==> config.mk <==
export PLATFORM = sky130hd
export DESIGN_NAME = imem_loader
export DESIGN_NICKNAME = d
export VERILOG_FILES = /design/src/rtl/imem_loader_pkg.sv /design/src/rtl/imem_loader_release_timer.sv /design/src/rtl/imem_loader.sv
export SDC_FILE = /design/constraint.sdc
export NUM_CORES = 1
export LEC_CHECK = 0
export BUFFER_PORTS_ARGS = -buffer_cell sky130_fd_sc_hd__clkbuf_2
export CELL_PAD_IN_SITES_DETAIL_PLACEMENT = 1
export CELL_PAD_IN_SITES_GLOBAL_PLACEMENT = 2
export CORE_MARGIN = 1.5
export CORE_UTILIZATION = 32
export DETAILED_ROUTE_END_ITERATION = 8
export MAX_ROUTING_LAYER = met4
export PLACE_DENSITY = 0.78
export SLEW_MARGIN = 20
export SYNTH_ARGS = -nofsm -noshare
export SYNTH_HDL_FRONTEND = slang
export SYNTH_HIERARCHICAL = 1
export SYNTH_SLANG_ARGS = --single-unit
==> constraint.sdc <==
create_clock -name i_clk -period 2.6 [get_ports i_clk]
set_clock_uncertainty 0.05 [all_clocks]
set_input_delay 0.52 -clock i_clk [delete_from_list [all_inputs] [get_ports i_clk]]
set_output_delay 0.52 -clock i_clk [all_outputs]
set_load 0.005 [all_outputs]
==> src/rtl/imem_loader_pkg.sv <==
// Shared definitions for the instruction-memory loader: FSM state encoding
// and small RV32 instruction-encoding helpers used when preparing images.
package imem_loader_pkg;

  typedef enum logic [2:0] {
    S_IDLE  = 3'd0,
    S_LOAD  = 3'd1,
    S_HOLD  = 3'd2,
    S_RUN   = 3'd3,
    S_ERROR = 3'd4
  } loader_state_t;

  localparam logic [6:0] OPC_STORE = 7'b0100011;
  localparam logic [2:0] F3_SW     = 3'b010;

  // sw rs2, imm(rs1)
  function automatic logic [31:0] sw_enc(input logic [4:0] rs2,
                                         input logic [4:0] rs1,
                                         input logic [11:0] imm);
    return {imm[11:5], rs2, rs1, F3_SW, imm[4:0], OPC_STORE};
  endfunction

endpackage

==> src/rtl/imem_loader_release_timer.sv <==
// Down-counter that holds the CPU in reset for RELEASE_DELAY cycles after
// the final instruction word has been written.
module reset_release_timer #(
  parameter int RELEASE_DELAY = 3
) (
  input  logic clk,
  input  logic rst_n,
  input  logic load,
  input  logic en,
  output logic expired
);

  localparam int CW = (RELEASE_DELAY < 2) ? 1 : $clog2(RELEASE_DELAY + 1);

  logic [CW-1:0] cnt;

  always_ff @(posedge clk or negedge rst_n) begin
    if (!rst_n) begin
      cnt <= '0;
    end else if (load) begin
      cnt <= CW'(RELEASE_DELAY);
    end else if (en && (cnt != '0)) begin
      cnt <= cnt - 1'b1;
    end
  end

  // Terminal count at 1 so the final HOLD cycle is the one that exits
  assign expired = (cnt <= CW'(1));

endmodule

==> src/rtl/imem_loader.sv <==
// Streams instruction words into instruction memory, then releases the CPU
// from reset after a programmable hold-off.
//
// state   | meaning
// S_IDLE  | waiting for a start pulse, CPU in reset
// S_LOAD  | accepting words and writing them to imem
// S_HOLD  | last word written, counting down before CPU release
// S_RUN   | CPU released, program loaded
// S_ERROR | session exceeded DEPTH words, CPU kept in reset
module imem_loader
  import imem_loader_pkg::*;
#(
  parameter int                    DATA_WIDTH    = 32,
  parameter int                    DEPTH         = 256,
  parameter int                    ADDR_WIDTH    = 32,
  parameter logic [ADDR_WIDTH-1:0] BASE_ADDR     = '0,
  parameter int                    RELEASE_DELAY = 3
) (
  input  logic                         i_clk,
  input  logic                         i_reset_n,
  input  logic                         i_start,
  input  logic [DATA_WIDTH-1:0]        i_instr_data,
  input  logic                         i_instr_valid,
  input  logic                         i_instr_last,
  output logic                         o_instr_ready,
  output logic                         o_imem_we,
  output logic [ADDR_WIDTH-1:0]        o_imem_addr,
  output logic [DATA_WIDTH-1:0]        o_imem_wdata,
  output logic                         o_cpu_reset_n,
  output logic                         o_done,
  output logic                         o_overflow,
  output logic [$clog2(DEPTH+1)-1:0]   o_word_count
);

  localparam int                    CW      = $clog2(DEPTH + 1);
  localparam logic [CW-1:0]         DEPTH_C = CW'(DEPTH);
  localparam logic [ADDR_WIDTH-1:0] STEP    = ADDR_WIDTH'(DATA_WIDTH / 8);

  loader_state_t         state, state_nxt;
  logic [ADDR_WIDTH-1:0] wptr;
  logic [CW-1:0]         count;
  logic                  room;
  logic                  accept;
  logic                  ovf_set;
  logic                  start_load;
  logic                  hold_load;
  logic                  timer_expired;

  assign room = (count < DEPTH_C);

  always_ff @(posedge i_clk or negedge i_reset_n) begin
    if (!i_reset_n) begin
      state <= S_IDLE;
    end else begin
      state <= state_nxt;
    end
  end

  always_comb begin
    state_nxt  = state;
    accept     = 1'b0;
    ovf_set    = 1'b0;
    start_load = 1'b0;
    hold_load  = 1'b0;
    case (state)
      S_IDLE, S_RUN, S_ERROR: begin
        if (i_start) begin
          state_nxt  = S_LOAD;
          start_load = 1'b1;
        end
      end
      S_LOAD: begin
        if (i_instr_valid) begin
          if (room) begin
            accept = 1'b1;
            if (i_instr_last) begin
              state_nxt = (RELEASE_DELAY == 0) ? S_RUN : S_HOLD;
              hold_load = 1'b1;
            end
          end else begin
            state_nxt = S_ERROR;
            ovf_set   = 1'b1;
          end
        end
      end
      S_HOLD: begin
        if (timer_expired) state_nxt = S_RUN;
      end
      default: state_nxt = S_IDLE;
    endcase
  end

  // Write port is registered: each accepted word is written the cycle after
  always_ff @(posedge i_clk or negedge i_reset_n) begin
    if (!i_reset_n) begin
      o_imem_we    <= 1'b0;
      o_imem_addr  <= BASE_ADDR;
      o_imem_wdata <= '0;
      wptr         <= BASE_ADDR;
      count        <= '0;
      o_overflow   <= 1'b0;
    end else begin
      o_imem_we <= accept;
      if (accept) begin
        o_imem_addr  <= wptr;
        o_imem_wdata <= i_instr_data;
        wptr         <= wptr + STEP;
        count        <= count + 1'b1;
      end
      if (start_load) begin
        wptr       <= BASE_ADDR;
        count      <= '0;
        o_overflow <= 1'b0;
      end else if (ovf_set) begin
        o_overflow <= 1'b1;
      end
    end
  end

  reset_release_timer #(
    .RELEASE_DELAY(RELEASE_DELAY)
  ) u_release_timer (
    .clk    (i_clk),
    .rst_n  (i_reset_n),
    .load   (hold_load),
    .en     (state == S_HOLD),
    .expired(timer_expired)
  );

  assign o_instr_ready = (state == S_LOAD) && room;
  assign o_cpu_reset_n = (state == S_RUN);
  assign o_done        = (state == S_RUN);
  assign o_word_count  = count;

endmodule

=== Word level (Yosys, flattened, before mapping) ===
Cells that the tools add are included.

* Register bits: 112
* Bits in latches: 0
* RAM bits: 0
* ROM bits: 0
* Bits of input ports: 37
* Output and inout port bits: 78
* Memories: 0

* Add/sub/neg operators: 3
* Multiply operators: 0
* Divide/modulo/power cells: 0
* Magnitude comparators: 2
* Equality and inequality tests: 8
* Shift-type cells: 0
* Multiplexer cells: 26
* Bitwise operators: 0
* Reduce and logical (&&, ||, !) cells: 9

{| class="wikitable"
|+ Operators by type and width
! operator !! number
|-
| two-way mux 32 bit || 2
|-
| adder 32 x 3 -> 32 bit (second input constant) || 1
|-
| two-way mux 9 bit || 2
|-
| two-way mux 3 bit || 5
|-
| two-way mux 1 bit || 14
|-
| adder 9 x 1 -> 9 bit (second input constant) || 1
|-
| < comparator 9 bit (second input constant) || 1
|-
| case mux 3 bit (3 select lines) || 1
|-
| nonzero test 2 bit || 4
|-
| == test 3 x 2 -> 1 bit (second input constant) || 2
|-
| != test 2 bit (second input constant) || 3
|-
| two-way mux 2 bit || 2
|-
| AND reduction 4 bit || 1
|-
| == test 3 x 1 -> 1 bit (second input constant) || 1
|-
| == test 3 bit (second input constant) || 1
|-
| zero test 3 bit || 1
|-
| != test 3 bit (second input constant) || 1
|-
| OR reduction 3 bit || 1
|-
| <= comparator 2 x 1 -> 1 bit (second input constant) || 1
|-
| logical AND 1 bit || 2
|-
| subtractor 2 x 1 -> 2 bit (second input constant) || 1
|}

=== Depth between registers and ports, before layout ===
Gate-level depths: netlist of run 1.

* Depth after elaboration: 6
* Depth in mapped cells: 6
* Gate-level depth less buffers: 5

=== Hierarchy ===
The synthesis of run 1 kept the hierarchy.

{| class="wikitable"
|+ Modules (own cells, without submodules)
! module !! times used !! cells an instance !! area each (µm²)
|-
| imem_loader || 1 || 507 || 4642.0
|-
| reset_release_timer || 1 || 14 || 138.9
|}

=== Worst setup path before layout of run 1 ===
No wires, ideal clock.

* Path kind: input to register
* Start point: in i_instr_valid
* End point: reg wptr[24]
* Setup time: 0.078 ns
* Arrival: 1.928 ns
* Required time: 2.472 ns
* Slack: 0.544 ns
* Stages: 5
* Path buffers: 1
* Cell sequence: clkbuf_1 -> and2_0 -> nand4_1 -> or4_1 -> a21oi_1

* Word-level cells in the longest chain between the ends: 3

{| class="wikitable"
|+ RTL lines
! what !! RTL line !! RTL
|-
| start, declared || imem_loader.sv:23 || <nowiki>input logic i_instr_valid,</nowiki>
|-
| two-way mux 1 bit || imem_loader.sv:73 || <nowiki>if (i_instr_valid) begin</nowiki>
|-
| two-way mux 1 bit || imem_loader.sv:65 || <nowiki>case (state)</nowiki>
|-
| nonzero test 2 bit (no line) || n/a ||
|-
| end signal, assigned || imem_loader.sv:107 || <nowiki>wptr <= wptr + STEP;</nowiki>
|-
| end, declared || imem_loader.sv:40 || <nowiki>logic [ADDR_WIDTH-1:0] wptr;</nowiki>
|}

Every way passes these cells.
A chain may end at the register's enable or synchronous reset.

=== Final worst setup path of run 1 ===
* Start point: reg state[0]
* End point: reg wptr[28]

* Word-level cells in the longest chain between the ends: 4
* Elaborated cells between the ends (all ways): 9
* Those cells by class: 3 x eq/ne; 3 x mux; 3 x reduce/logical

{| class="wikitable"
|+ RTL lines
! what !! RTL line !! RTL
|-
| start, declared || imem_loader.sv:39 || <nowiki>loader_state_t state, state_nxt;</nowiki>
|-
| start signal, assigned || imem_loader.sv:55 || <nowiki>state <= state_nxt;</nowiki>
|-
| == test 3 x 2 -> 1 bit (tied with other cells) || imem_loader.sv:65 ||
|-
| OR reduction 3 bit || imem_loader.sv:65 ||
|-
| two-way mux 1 bit || imem_loader.sv:65 ||
|-
| two-way mux 32 bit or nonzero test 2 bit (tied branches) || n/a ||
|}

Parallel ways exist; a longest one is shown, timed or not.

==> flow_metrics.py, run 1 <==
metrics = {
    "global_route": {
        "grt_start_max_net_pins": 72,
        "grt_pass1_wl_um": 21930,
        "grt_pass1_vias": 4370,
        "overflow": 0,
        "antenna_found_initial": 0,
        "track_usage": 0.1766,
    },
    "logic_synthesis": {
        "synth_area_um2": 4781,
        "ys_async_sr_fraction": 1.000,
        "avgSynthCellArea_um2": 9.176,
        "seq_area_frac_synth": 0.5653,
        "synth_cells": 521,
        "ys_ff_latch": 108,
        "synth_cell_types": 46,
        "synth-main-ff-cell": "dfrtp_1",
        "synth_edf_count": 0,
        "yosysWarnings": 6,
    },
    "final_layout": {
        "final_cells": 813,
        "drive_gt1_frac": 0.2273,
        "final_common_cell": "nand2_1",
        "nFillCells": 1740,
        "diodes": 0,
        "area_growth_pct": 22.77,
        "nNetsFinal": 665,
        "final_cell_mix": "nand2_1, clkbuf_2, dfrtp_1, a21oi_1, nor2_1",
    },
    "timing": {
        "max_freq_mhz": 447.6,
        "fin_crit_sh": 0.8594,
        "setup_tns_ns": 0,
        "worst-slew-pin-transition_ns": 0.7408,
        "slew_headroom": 0.5061,
        "final_hold_viol_count": 0,
        "fin_ws_ns": 0.3656,
        "final-max-slew-violation-count": 0,
        "setup-violations-final": 0,
        "fin_crit_ns": 2.234,
        "rsz0062_at_grt": "no",
    },
    "worst_hold_path": {
        "hp-class": "in2async",
    },
    "setup_path": {
        "critical_path_arrival_ns": 2.46,
        "critPathLaunchType": "flip-flop",
        "r2r_setup_slack_ns": 0.37,
        "crit_path_end_kind": "flip-flop",
        "regToRegEndpoint": "wptr[28]",
        "cp.required_ns": 2.82,
        "crit_fanout": 12,
        "crit_type": "reg2reg",
        "timing.rr.start": "state[0]",
        "reg2regPathDepth": 4,
    },
    "place": {
        "numPortBuffers": 112,
        "routabilityCongestion": 0.7589,
        "place_ws_ns": 0.2211,
        "dp_cells": 797,
        "hpwlAfterDp_um": 8942,
    },
    "route": {
        "wl_per_cell_um": 15.76,
        "ant_nets": 0,
        "vias": 4083,
        "routed_via_density": 5.022,
        "drt_first_iter_violations": 168,
        "drcViolationCount": 0,
        "dr.pass1.iters": 4,
        "routed_wl_um": 12810,
    },
    "power_and_ir_drop": {
        "power.leakage_uw": 0.003047,
        "power.density_nw_per_um2": 878.9,
        "p_total_uw": 5158,
        "vdd_drop_max_v": 0.0004035,
    },
    "clock_tree": {
        "cts_buffer_depth": 2,
        "worst_setup_hold_path_clk_slew_ns": 0.07,
        "cts_tree": "yes",
        "cts-root-buf": "clkbuf_16",
        "clk_latency_ns": 0.35,
        "cts_hold_buf": 0,
        "cts.sinks": 108,
        "htreeDepth": 3,
        "ctsResizeCount": 0,
        "cts_setup_buffers": 0,
        "cts_buffers": 9,
    },
    "die": {
        "start_util": 0.3289,
        "die_area_um2": 15680,
        "io_pins": 115,
        "coreArea_um2": 14530,
        "die_x_um": 125.2,
        "dieHeight_um": 125.2,
        "rows": 44,
    },
    "job": {
        "cap_violations": 0,
    },
    "outcome": {
        "outcome": "completed",
    },
}
==> final cells by class <==
| type | count | area (um2) | share of cell area |
|---|---|---|---|
| inverter | 8 | 30.03 | 0.005116 |
| clock buffer | 9 | 225.2 | 0.03837 |
| multi-input combinational | 376 | 1922 | 0.3274 |
| tap | 184 | 230.2 | 0.03922 |
| timing repair buffer | 121 | 668.1 | 0.1138 |
| sequential | 108 | 2703 | 0.4605 |
| clock inverter | 7 | 91.34 | 0.01556 |
==> Yosys cell counts (4+ instances only) <==
master / n / area share
nand3_1: 12 / 0.013
or3_1: 6 / 0.0079
dfrtp_1: 108 / 0.57
inv_1: 7 / 0.0055
and2_1: 4 / 0.0052
clkbuf_1: 22 / 0.017
nand2b_1: 6 / 0.0079
nor2_1: 18 / 0.014
o31ai_1: 10 / 0.016
and4_1: 4 / 0.0073
a21oi_1: 23 / 0.024
nand2_1: 198 / 0.16
or4_1: 11 / 0.017
o311ai_0: 5 / 0.0092
and3_1: 6 / 0.0079
xor2_1: 8 / 0.015
o21ai_0: 14 / 0.015
o41ai_1: 5 / 0.0092
ha_1: 4 / 0.010
nand4_1: 14 / 0.018
==> worst max-delay path by stage <==
stage / from / cells past startpoint / slack [ns] / end
finish: state[0] / 4 / 0.37 / wptr[28]
global placement: i_instr_valid / 5 / 0.37 / wptr[28]
global route: state[1] / 5 / 0.19 / wptr[29]
detailed placement: i_instr_valid / 5 / 0.22 / wptr[28]
CTS: state[1] / 5 / 0.36 / wptr[29]
floorplan: i_instr_valid / 5 / 0.54 / wptr[24]
==> per-stage QoR <==
step,utilization,hold WS [ns],cell area (um2)
2_1_floorplan,-,0.1744,4785
3_3_place_gp,0.3821,0.4063,5553
3_5_place_dp,0.3821,0.4153,5553
4_1_cts,0.4038,0.08174,5869
5_1_grt,0.4038,0.09271,5869
6_report,0.4038,0.07349,5869
==> metal layers <==
layer	track usage	part of all wire
met3	0.05477	0.061
met5	-	0
met1	0.2187	0.45
met2	0.2838	0.48
met4	0.04144	0.012
==> kinds of logic after synthesis <==
kind of cell,synth area share
buffers and inverters,0.03402
adders and majority gates,0.01047
other,0.0007844
DFF,0.5653
muxes,0.002094
xor gates and xnor gates,0.02015
and+or+nand+nor,0.2837
AOI/OAI and AO/OA,0.08349
==> sequential cells by signal, indices dropped and copies added, names as in the netlist <==
signal,cells
o_imem_wdata,32
o_imem_addr,30
wptr,30
o_word_count,9
state,3
u_release_timer/cnt,2
o_imem_we,1
o_overflow,1
==> worst max-delay path, stage by stage (launching register included) <==
cell     delay [ns]
dfrtp_1        0.55
nor4b_4        0.32
nand4_1        0.43
or4_1          0.63
a21oi_1        0.18
==> power breakdown <==
group / internal [uW] / switching [uW] / total [uW]
combinational: 559 / 876 / 1430
clock: 841 / 626 / 1470
sequential: 2010 / 249 / 2260
total: 3410 / 1750 / 5160
(Power assumes the default switching activity.)
==> run 2, diff against run 1 <==
--- a/config.mk
+++ b/config.mk
@@ -6,13 +6,13 @@
 export NUM_CORES = 1
 export LEC_CHECK = 0
 export BUFFER_PORTS_ARGS = -buffer_cell sky130_fd_sc_hd__clkbuf_2
-export CELL_PAD_IN_SITES_DETAIL_PLACEMENT = 1
-export CELL_PAD_IN_SITES_GLOBAL_PLACEMENT = 2
+export CELL_PAD_IN_SITES_DETAIL_PLACEMENT = 0
+export CELL_PAD_IN_SITES_GLOBAL_PLACEMENT = 1
 export CORE_MARGIN = 1.5
-export CORE_UTILIZATION = 32
+export CORE_UTILIZATION = 40
 export DETAILED_ROUTE_END_ITERATION = 8
 export MAX_ROUTING_LAYER = met4
-export PLACE_DENSITY = 0.78
+export PLACE_DENSITY = 0.79
 export SLEW_MARGIN = 20
 export SYNTH_ARGS = -nofsm -noshare
 export SYNTH_HDL_FRONTEND = slang
==> run 2 against run 1 <==
Effect of this change: hold slack worse by 0.023 ns; critical path type is now reg2out; count of clock-buffer cells in the layout is 4 higher; via count is 4.3% lower; setup slack better by 0.027 ns; highest routed layer unchanged.
==> flow_metrics.py, run 2 (same netlist as run 1, synthesis figures left out) <==
metrics = {
    "outcome": {
        "outcome": "completed",
    },
    "global_route": {
        "antenna_found_initial": 0,
        "grt_start_max_net_pins": 72,
        "grt_pass1_wl_um": 18520,
        "grt_pass1_vias": 3881,
        "overflow": 0,
        "track_usage": 0.1862,
    },
    "final_layout": {
        "diodes": 0,
        "top_regs": "o_imem_wdata x32, o_imem_addr x30, wptr x30",
        "nNetsFinal": 664,
        "final_cell_mix": "nand2_1, clkbuf_2, dfrtp_1, a21oi_1, nor2_1",
        "largest_reg_flops": 32,
        "final_common_cell": "nand2_1",
        "final_core_util": 0.5033,
        "final_cell_area_um2": 5796,
        "area_growth_pct": 21.22,
        "final_cells": 771,
        "regMostFlops": "o_imem_wdata",
        "drive_gt1_frac": 0.2245,
        "nFillCells": 1101,
    },
    "route": {
        "m1WireLength_um": 5107,
        "wl_per_cell_um": 13.66,
        "ant_nets": 0,
        "drcViolationCount": 0,
        "dr_wl_met3_um": 558,
        "vias": 3907,
        "route.met2.wl_um": 4783,
        "top_layer": "met4",
        "routed_via_density": 5.067,
        "dr.pass1.iters": 6,
        "routed_wl_um": 10540,
        "drt_first_iter_violations": 213,
    },
    "worst_hold_path": {
        "hp-class": "in2async",
    },
    "timing": {
        "final_hold_viol_count": 0,
        "slew_headroom": 0.5414,
        "final-max-slew-violation-count": 0,
        "rsz0062_at_grt": "no",
        "setup-violations-final": 0,
        "worst-slew-pin-transition_ns": 0.6878,
        "holdWs_ns": 0.05028,
        "fin_crit_sh": 0.8490,
        "fin_crit_ns": 2.207,
        "setup_tns_ns": 0,
        "max_freq_mhz": 453.0,
    },
    "clock_tree": {
        "cts_tree": "yes",
        "ctsResizeCount": 0,
        "cts_hold_buf": 0,
        "worst_setup_hold_path_clk_slew_ns": 0.07,
        "clk_latency_ns": 0.35,
        "cts_setup_buffers": 0,
        "cts-root-buf": "clkbuf_16",
        "cts.sinks": 108,
        "cts_buffer_depth": 2,
        "htreeDepth": 3,
        "cts_buffers": 9,
    },
    "place": {
        "dp_cells": 755,
        "routabilityCongestion": 0.7955,
        "placed_cell_area_um2": 5482,
        "numPortBuffers": 112,
        "hpwlAfterDp_um": 7142,
    },
    "setup_path": {
        "cp.required_ns": 2.03,
        "critical_path_arrival_ns": 1.64,
        "crit_fanout": 16,
        "crit_path_end_kind": "primary output",
        "timing.rr.start": "wptr[10]",
        "crit_type": "reg2out",
        "critPathLaunchType": "flip-flop",
        "r2r_setup_slack_ns": 0.46,
        "critPathLaunch": "state[1]",
    },
    "die": {
        "rows": 39,
        "die_x_um": 112.3,
        "dieHeight_um": 112.3,
        "coreArea_um2": 11520,
        "io_pins": 115,
        "die_area_um2": 12620,
        "start_util": 0.4151,
    },
    "power_and_ir_drop": {
        "power.density_nw_per_um2": 868.5,
        "vdd_drop_max_v": 0.0005560,
        "power.leakage_uw": 0.003038,
    },
    "job": {
        "cap_violations": 0,
    },
}
run 2: changes by cell type in the layout (fill, tap and decap cells not counted):
cell	before	now
clkbuf_1	0	1
o21ai_0	13	14
clkbuf_8	0	3
buf_12	3	2
clkinvlp_4	1	0
clkinv_2	3	1
bufinv_16	2	1
o21ai_1	1	0
run 2: final timing paths:
path / to / cells past startpoint
max: o_instr_ready / 3
min: o_imem_addr[28] / 1
max reg2reg: wptr[23] / 4
min reg2reg: o_imem_wdata[0] / 2
max in group asynchronous: o_imem_wdata[25] / 2
min in group i_clk: o_imem_wdata[4] / 3
run 2: area by class of cell:
class	count	area (um2)	area share
clock buffer	13	270.3	0.04663
clock inverter	3	43.79	0.007556
inverter	8	30.03	0.005181
multi-input combinational	376	1922	0.3316
sequential	108	2703	0.4663
tap	143	178.9	0.03087
timing repair buffer	120	648.1	0.1118
run 2: routing by layer:
| metal | GRT usage | up-vias |
|---|---|---|
| met1 | 0.2425 | 1841 |
| met2 | 0.2945 | 111 |
| met5 | - | - |
| li1 | - | 1948 |
| met3 | 0.04374 | 7 |
| met4 | 0.05063 | 0 |
run 2: stage by stage:
stage	setup WS (ns)	total power [uW]
2_1_floorplan	0.5439	3044
3_3_place_gp	0.4319	3617
3_5_place_dp	0.3484	3665
4_1_cts	0.3607	5115
5_1_grt	0.2693	5418
6_report	0.3925	5033
run 2: critical path: stages, from the launching register on:
cell	delay (ns)
dfrtp_1	0.50
nor4b_4	0.35
buf_4	0.27
clkbuf_2	0.16
run 2: power by group:
group	internal, uW	leakage [uW]	switching [uW]
registers	2010	0.00144	241
clock network	827	0.000156	605
logic	542	0.00144	810
